[src/rtl/rand_class_gen.sv]
// rand_class_gen: seedable, class-constrained random word source (raw / odd / even / one-hot).
// Latency: en in cycle N (IDLE) -> GEN in N+1 -> out_valid in N+2; each one-hot reject adds a cycle.
// Backpressure: word held stable in HOLD until out_ready; one word per 2 cycles at full rate.
//
// Ports:
//   clk, rst               rising-edge clock, asynchronous active-high reset
//   en                     generation enable
//   mode[1:0]              0 raw, 1 odd, 2 even, 3 one-hot (sampled in GEN only)
//   seed_load, seed_in     one-cycle pulse loading seed_in (zero seed replaced by SEED)
//   out_valid/out_ready    valid/ready handshake for out_data
//   out_data[WIDTH-1:0]    generated word
//   out_mode[1:0]          mode that built out_data
//   stat_words/stat_rejects  saturating 16-bit counters, present only when
//                          RAND_CLASS_GEN_STATS_EN is defined
//
// Optional feature macro: RAND_CLASS_GEN_STATS_EN (undefined by default).

`default_nettype none

module rand_class_gen #(
   parameter int          WIDTH = 8,                // legal range 2..32
   parameter logic [31:0] SEED  = 32'h0000_0001     // must be nonzero
) (
   input  logic             clk,
   input  logic             rst,
   input  logic             en,
   input  logic [1:0]       mode,
   input  logic             seed_load,
   input  logic [31:0]      seed_in,
   output logic             out_valid,
   input  logic             out_ready,
   output logic [WIDTH-1:0] out_data,
   output logic [1:0]       out_mode
`ifdef RAND_CLASS_GEN_STATS_EN
   ,
   output logic [15:0]      stat_words,
   output logic [15:0]      stat_rejects
`endif
);

   localparam int              IDXW      = $clog2(WIDTH);
   // Galois taps for x^32 + x^22 + x^2 + x + 1
   localparam logic [31:0]     TAPS      = 32'h8020_0003;
   localparam logic [WIDTH-1:0] ONE      = {{(WIDTH-1){1'b0}}, 1'b1};
   // WIDTH always fits in IDXW+1 bits because WIDTH <= 2**IDXW
   localparam logic [IDXW:0]   WIDTH_IDX = (IDXW+1)'(WIDTH);

   localparam logic [1:0] MODE_RAW    = 2'd0;
   localparam logic [1:0] MODE_ODD    = 2'd1;
   localparam logic [1:0] MODE_EVEN   = 2'd2;
   localparam logic [1:0] MODE_ONEHOT = 2'd3;

   typedef enum logic [1:0] {
      ST_IDLE = 2'd0,
      ST_GEN  = 2'd1,
      ST_HOLD = 2'd2
   } state_t;

   state_t            state_q,     state_d;
   logic [31:0]       lfsr_q,      lfsr_d;
   logic              out_valid_q, out_valid_d;
   logic [WIDTH-1:0]  out_data_q,  out_data_d;
   logic [1:0]        out_mode_q,  out_mode_d;

`ifdef RAND_CLASS_GEN_STATS_EN
   logic [15:0]       stat_words_q,   stat_words_d;
   logic [15:0]       stat_rejects_q, stat_rejects_d;
`endif

   logic [31:0]       lfsr_step;
   logic [WIDTH-1:0]  raw_word;
   logic [IDXW-1:0]   onehot_idx;
   logic              onehot_reject;
   logic [WIDTH-1:0]  cand_word;
   logic [31:0]       seed_eff;

   // ------------------------------------------------------------------
   // Candidate word construction from the next LFSR value
   // ------------------------------------------------------------------
   always_comb begin
      // A nonzero state always steps to a nonzero state: when bit 0 is set
      // the XOR forces bit 31 high, otherwise the shift keeps a set bit.
      lfsr_step  = lfsr_q[0] ? ((lfsr_q >> 1) ^ TAPS) : (lfsr_q >> 1);
      raw_word   = lfsr_step[WIDTH-1:0];
      onehot_idx = lfsr_step[IDXW-1:0];

      // Out-of-range index is rejected rather than folded, so one-hot
      // positions stay uniformly distributed for non-power-of-two WIDTH.
      onehot_reject = (mode == MODE_ONEHOT) && ({1'b0, onehot_idx} >= WIDTH_IDX);

      cand_word = raw_word;
      case (mode)
         MODE_RAW:    cand_word = raw_word;
         MODE_ODD:    cand_word = raw_word | ONE;
         MODE_EVEN:   cand_word = raw_word & ~ONE;
         MODE_ONEHOT: cand_word = ONE << onehot_idx;
         default:     cand_word = raw_word;
      endcase

      // A zero seed would lock the LFSR, so substitute the reset seed.
      seed_eff = (seed_in == 32'd0) ? SEED : seed_in;
   end

   // ------------------------------------------------------------------
   // Next-state logic
   // ------------------------------------------------------------------
   always_comb begin
      state_d     = state_q;
      lfsr_d      = lfsr_q;
      out_valid_d = out_valid_q;
      out_data_d  = out_data_q;
      out_mode_d  = out_mode_q;
`ifdef RAND_CLASS_GEN_STATS_EN
      stat_words_d   = stat_words_q;
      stat_rejects_d = stat_rejects_q;
`endif

      if (seed_load) begin
         // Reseed wins over any transition and drops a pending word.
         lfsr_d      = seed_eff;
         state_d     = ST_IDLE;
         out_valid_d = 1'b0;
`ifdef RAND_CLASS_GEN_STATS_EN
         stat_words_d   = 16'd0;
         stat_rejects_d = 16'd0;
`endif
      end else begin
         case (state_q)
            ST_IDLE: begin
               if (en) begin
                  state_d = ST_GEN;
               end
            end

            ST_GEN: begin
               if (!en) begin
                  state_d = ST_IDLE;
               end else begin
                  lfsr_d = lfsr_step;
                  if (onehot_reject) begin
                     // Stay in GEN and draw again on the next cycle.
`ifdef RAND_CLASS_GEN_STATS_EN
                     if (stat_rejects_q != 16'hFFFF) begin
                        stat_rejects_d = stat_rejects_q + 16'd1;
                     end
`endif
                  end else begin
                     out_data_d  = cand_word;
                     out_mode_d  = mode;
                     out_valid_d = 1'b1;
                     state_d     = ST_HOLD;
                  end
               end
            end

            ST_HOLD: begin
               // en falling here does not withdraw the word already offered.
               if (out_ready) begin
                  out_valid_d = 1'b0;
                  state_d     = en ? ST_GEN : ST_IDLE;
`ifdef RAND_CLASS_GEN_STATS_EN
                  if (stat_words_q != 16'hFFFF) begin
                     stat_words_d = stat_words_q + 16'd1;
                  end
`endif
               end
            end

            default: begin
               state_d     = ST_IDLE;
               out_valid_d = 1'b0;
            end
         endcase
      end
   end

   // ------------------------------------------------------------------
   // State registers
   // ------------------------------------------------------------------
   always_ff @(posedge clk or posedge rst) begin
      if (rst) begin
         state_q     <= ST_IDLE;
         lfsr_q      <= SEED;
         out_valid_q <= 1'b0;
         out_data_q  <= '0;
         out_mode_q  <= 2'd0;
`ifdef RAND_CLASS_GEN_STATS_EN
         stat_words_q   <= 16'd0;
         stat_rejects_q <= 16'd0;
`endif
      end else begin
         state_q     <= state_d;
         lfsr_q      <= lfsr_d;
         out_valid_q <= out_valid_d;
         out_data_q  <= out_data_d;
         out_mode_q  <= out_mode_d;
`ifdef RAND_CLASS_GEN_STATS_EN
         stat_words_q   <= stat_words_d;
         stat_rejects_q <= stat_rejects_d;
`endif
      end
   end

   assign out_valid = out_valid_q;
   assign out_data  = out_data_q;
   assign out_mode  = out_mode_q;
`ifdef RAND_CLASS_GEN_STATS_EN
   assign stat_words   = stat_words_q;
   assign stat_rejects = stat_rejects_q;
`endif

endmodule

`default_nettype wire

[config.mk]
export PLATFORM = sky130hd
export DESIGN_NAME = rand_class_gen
export DESIGN_NICKNAME = d
export VERILOG_FILES = /design/src/rtl/rand_class_gen.sv
export SDC_FILE = /design/constraint.sdc
export NUM_CORES = 1
export LEC_CHECK = 0
export ABC_AREA = 1
export CAP_MARGIN = 20
export CELL_PAD_IN_SITES_DETAIL_PLACEMENT = 1
export CELL_PAD_IN_SITES_GLOBAL_PLACEMENT = 2
export CORE_MARGIN = 2
export CORE_UTILIZATION = 31
export CTS_CLUSTER_DIAMETER = 30
export DETAILED_ROUTE_END_ITERATION = 16
export GPL_TIMING_DRIVEN = 1
export PLACE_DENSITY = 0.95
export SYNTH_ARGS = -nofsm -noshare
export SYNTH_HDL_FRONTEND = slang
export SYNTH_SLANG_ARGS = --single-unit
[constraint.sdc]
create_clock -name clk -period 3.53 [get_ports clk]
set_input_delay 0.8825 -clock clk [delete_from_list [all_inputs] [get_ports clk]]
set_output_delay 0.8825 -clock clk [all_outputs]
set_load 0.02 [all_outputs]
==> results of run 1 <==
-- stage by stage --
step | area (µm²) | std cells
floorplan | 2190 | 272
global placement | 2760 | 410
detailed placement | 2760 | 410
CTS | 2880 | 418
global route | 2900 | 419
finish | 2900 | 419
-- layout make-up --
cell class,instances,share of cell area [%]
tap,96,4.15
timing repair buffer,52,18.1
clock inverter,1,1.04
inverter,17,2.29
sequential,45,38.9
clock buffer,7,2.98
multi-input combinational,201,32.5
-- cell families after synthesis --
group	count (synthesis)	synth area share [%]
AOI/OAI and AO/OA	32	9.08
xor gates and xnor gates	3	1.88
buffers and inverters	26	5.59
DFF	45	51.4
and+or+nand+nor	166	32.0
-- sequential cells by signal, summed over array words and instances, names as in the netlist --
signal,cells
lfsr_q,32
out_mode,2
state_q,2
out_data,8
out_valid,1
-- worst min path at each step --
| stage | startpoint | end | slack [ns] |
|---|---|---|---|
| floorplan | state_q[0] | state_q[0] | 0.43 |
| global placement | state_q[0] | state_q[0] | 0.44 |
| detailed placement | state_q[0] | state_q[0] | 0.45 |
| CTS | state_q[0] | state_q[0] | 0.47 |
| global route | state_q[0] | state_q[0] | 0.49 |
| finish | state_q[0] | state_q[0] | 0.46 |
-- layer usage --
layer / vias up / GRT usage (%)
met5: - / 0
met4: 0 / 3.31
met3: 6 / 3.58
met2: 37 / 28.2
met1: 900 / 21.3
li1: 972 / -
-- report_power, final --
group	switching, W	internal, W	leakage [nW]
Combinational	0.000160	0.000144	0.691
Sequential	0.0000431	0.000585	0.545
Clock	0.000170	0.000231	0.0585
-- worst max-delay path, cell delays in order --
cell and delay, ns:
clkdlybuf4s50_1 0.44, inv_2 0.32, nand3_4 0.38, inv_4 0.33, nand2_2 0.12, nor2_4 0.13
nand2_1 0.06, nand2_1 0.07
-- cell usage in the layout (no fill, tap or decap) --
master | netlist | layout
a21oi_1 | 7 | 7
buf_12 | 0 | 1
o21bai_1 | 1 | 1
dfstp_2 | 1 | 1
nor4_1 | 1 | 1
nand2_2 | 2 | 2
clkbuf_8 | 0 | 6
inv_1 | 10 | 9
buf_4 | 3 | 2
nor3_2 | 1 | 1
clkinv_1 | 0 | 1
nand3_2 | 1 | 1
nor2_4 | 2 | 2
a31oi_1 | 1 | 1
bufinv_16 | 0 | 1
xnor2_2 | 1 | 1
nand2_4 | 1 | 1
nor2_1 | 51 | 51
xor2_1 | 1 | 1
dfrtp_1 | 44 | 44
nand3_4 | 1 | 1
nor2_2 | 1 | 1
inv_2 | 6 | 6
o211ai_1 | 7 | 7
o21ai_0 | 4 | 4
o22ai_1 | 11 | 11
clkdlybuf4s50_1 | 0 | 49
inv_4 | 1 | 1
o221ai_1 | 1 | 1
nand2_1 | 89 | 89
xor2_2 | 1 | 1
clkbuf_1 | 2 | 1
nand3_1 | 16 | 16
==> metrics.csv, run 1 <==
metric,value,unit
DIE AREA,7760,µm²
largest cells by area after synthesis,"dfrtp_1, nand2_1, nor2_1",
dominant synthesized flop cell,dfrtp_1,
outcome,"finished, final reports clean",
Syn Inst Count,272,
floorplan row count,30,
I/O pin total,50,
layout filler cell count,842,
HPWL Detailed,4.23,mm
CP required,3.76,ns
Reg2Reg Setup Slack,1.84,ns
Post-Syn Area,2190,µm²
Routed met1 length,2.62,mm
Layout Utilization,42.4,%
Hold Path Depth,1,
Syn Nets,311,
number of synthesized flops with an enable pin,0,
vias in the first global route,2070,
Yosys top cell by area,dfrtp_1,
# setup viols final,0,
RR Startpoint,state_q[1],
synthesis warning total,0,
initial antenna violation count,0,
number of buffers created by CTS,5,
worst-case clock buffer depth,2,
maximum VDD drop,0.000145,V
met2 WL,2.75,mm
static leakage,1.29,nW
Async SR Flop Fraction,100,%
ANT nets after route,0,
final hold slack,0.461,ns
post-cts resize count,0,
"CTS clk-pin slew, worst paths",0.08,ns
TritonRoute pass-1 iters,4,
Startpoint Class,input pin,
crit path from,seed_load,
area share of the largest cell type after synthesis,50.2,%
gr usage total,16.4,%
worst setup slack after placement,0.694,ns
hold_buf cts,0,
"Seq/Total Area, Yosys",51.4,%
crit path kind,in2reg,
Critical Path AT,2.75,ns
worst hold-check path type,reg2reg,
initial drt markers,71,
final-report hold violation count,0,
PortBufs,49,
unrepaired setup endpoints after global routing,false,
Sink Count,45,
CTS tree,yes,
Pwr per Cell Area,460,nW/µm²
largest net degree at the start of global routing,29,
Core Box Area,6830,µm²
GRT overflow,0,
wire per inst,13.5,µm
most frequent cell after synthesis,nand2_1,
CP Max Fanout,27,
multi-input logic area,942,µm²
CP endpoint,out_data[4],
final setup margin,1.02,ns
average cell area after synthesis,8.06,µm²
highest routed layer,met4,
die height,88.1,µm
DR vias/cell,4.57,
metal3 WL,226,µm
Fmax,398,MHz
Worst Max-Slew Pin Slew,0.391,ns
Initial Util,32.1,%
max-slew violation count,0,
total wire length,5.65,mm
global-route wire length before repair,9.83,mm
CP Capture Type,register,
Residual DRC,0,
layout cells sized above 1,8.98,%
Syn-to-layout area delta,32.2,%
Rel. slew slack,73.9,%
Setup TNS Final,0,ns
antenna cells,0,
Tmin final,2.51,ns
synth unique cells,30,
fin crit share,71.2,%
NumNets Final,361,
# Post-CTS Setup Buffers,0,
Tot Pwr,0.00133,W
most frequent cells after synthesis,"nand2_1, nor2_1, dfrtp_1",
register bit total from synthesis,45,
via count,1915,
GP Congestion,0.803,
sequential cell area,1130,µm²
H-tree depth,2,
Root Driver,clkbuf_8,
worst r2r path cells,7,
max_cap viols,0,
clock skew,0.00724,ns
Clock Latency Late Sink,0.30,ns
Die X,88.1,µm
r2r endpoint,out_data[4],
Note: power is estimated with default switching activity, not from simulation.
==> run 2, diff against run 1 <==
- CORE_UTILIZATION: 31 -> 26
- PLACE_DENSITY: 0.95 -> 0.87
- clock period: 3.53 -> 2.05 ns (I/O delays scaled with it)
==> run 2 against run 1 <==
Non-clock buffer count rose by 4. Total power grew 62%. Final cell count up 2.9%. Sequential power increased by 72%. Final area is 0.39% higher. Critical path type is now reg2out. Largest power group unchanged.
==> metrics.csv, run 2 (synthesis gave the netlist of run 1 again) <==
metric,value,unit
outcome,"finished, final reports clean",
Syn-to-layout area delta,32.7,%
worst setup slack after placement,0.197,ns
highest-count cells in the layout ignoring fill and taps,"nand2_1, nor2_1, clkdlybuf4s50_1",
max_cap viols,0,
Residual DRC,0,
initial drt markers,50,
critical path cell sequence,clkdlybuf4s50_1,
"commonest non-fill, non-tap cell in the layout",nand2_1,
final-report hold violation count,0,
largest net degree at the start of global routing,46,
static leakage,1.30,nW
NumNets Final,365,
max reg flops,32,
wire per inst,13.2,µm
crit-path leading delay family,buffers and inverters,
Die X,95.8,µm
CP Capture Type,primary output,
CP Buf/Inv Count,1,
GRT overflow,0,
crit path kind,reg2out,
worst hold-check path type,reg2reg,
Rel. slew slack,82.6,%
# Post-CTS Setup Buffers,0,
post-cts resize count,0,
Setup TNS Final,0,ns
Tot Pwr,0.00216,W
"CTS clk-pin slew, worst paths",0.08,ns
Clock Latency Late Sink,0.30,ns
vias in the first global route,2005,
number of buffers created by CTS,5,
H-tree depth,2,
hold_buf cts,0,
final hold slack,0.455,ns
CTS tree,yes,
final setup margin,0.259,ns
"non-filler cells, final",431,
slowest CP cell,clkdlybuf4s50_1,
PortBufs,49,
fin crit share,87.4,%
unrepaired setup endpoints after global routing,false,
Pwr per Cell Area,744,nW/µm²
GP Congestion,0.869,
Core Box Area,8180,µm²
CP required,1.54,ns
worst-case clock buffer depth,2,
ANT nets after route,0,
via count,1950,
# setup viols final,0,
DR vias/cell,4.52,
DP Cell Count,424,
layout cells sized above 1,9.82,%
Biggest register,lfsr_q,
antenna cells,0,
Initial Util,26.8,%
maximum VDD drop,0.000227,V
Root Driver,clkbuf_8,
I/O pin total,50,
HPWL Detailed,4.46,mm
Worst Max-Slew Pin Slew,0.261,ns
Max stage delay on crit path,0.62,ns
DIE AREA,9180,µm²
Startpoint Class,register,
global-route wire length before repair,9.55,mm
clock skew,0.0101,ns
die height,95.8,µm
Reg2Reg Setup Slack,0.73,ns
floorplan row count,33,
Tmin final,1.79,ns
CP Max Fanout,2,
max-slew violation count,0,
gr usage total,13.6,%
Critical Path AT,1.28,ns
Fmax,558,MHz
Sink Count,45,
TritonRoute pass-1 iters,4,
total wire length,5.71,mm
initial antenna violation count,0,
-- run 2: cell types whose count changed in the layout (fill, tap and decap cells not counted), sizes merged --
| cell | before | now |
|---|---|---|
| buf | 3 | 7 |
| bufinv | 1 | 0 |
-- run 2: cell type report --
cell class | instances | area, µm²
sequential | 45 | 1130
timing repair buffer | 56 | 556
clock buffer | 7 | 86.3
tap | 105 | 131
fill | 1014 | 5270
multi-input combinational | 201 | 942
inverter | 17 | 66.3
-- run 2: final timing paths --
path / start / to / depth (start not counted)
worst min-delay path: state_q[0] / state_q[0] / 1
worst max register to register: lfsr_q[0] / out_data[3] / 5
worst max-delay path: out_valid / out_valid / 1
worst min register to register: state_q[0] / state_q[0] / 1
max in group asynchronous: rst / lfsr_q[0] / 3
min in group asynchronous: rst / out_data[5] / 3
-- run 2: stage by stage --
| step | area, µm² | utilization (%) |
|---|---|---|
| floorplan | 2190 | - |
| global placement | 2820 | 34.5 |
| detailed placement | 2820 | 34.5 |
| CTS | 2910 | 35.6 |
| global route | 2910 | 35.6 |
| finish | 2910 | 35.6 |
-- run 2: routing by layer --
metal / GRT usage (%) / part of all wire (%)
met3: 2.51 / 4.0
met2: 22.8 / 47
met1: 17.6 / 47
met4: 4.29 / 1.3
met5: 0 / 0
-- run 2: power by group --
group | total [W] | internal [W] | switching [W]
combinational | 0.000529 | 0.000252 | 0.000277
clock | 0.000555 | 0.000268 | 0.000287
sequential | 0.00108 | 0.00101 | 0.0000723
total | 0.00216 | 0.00153 | 0.000636
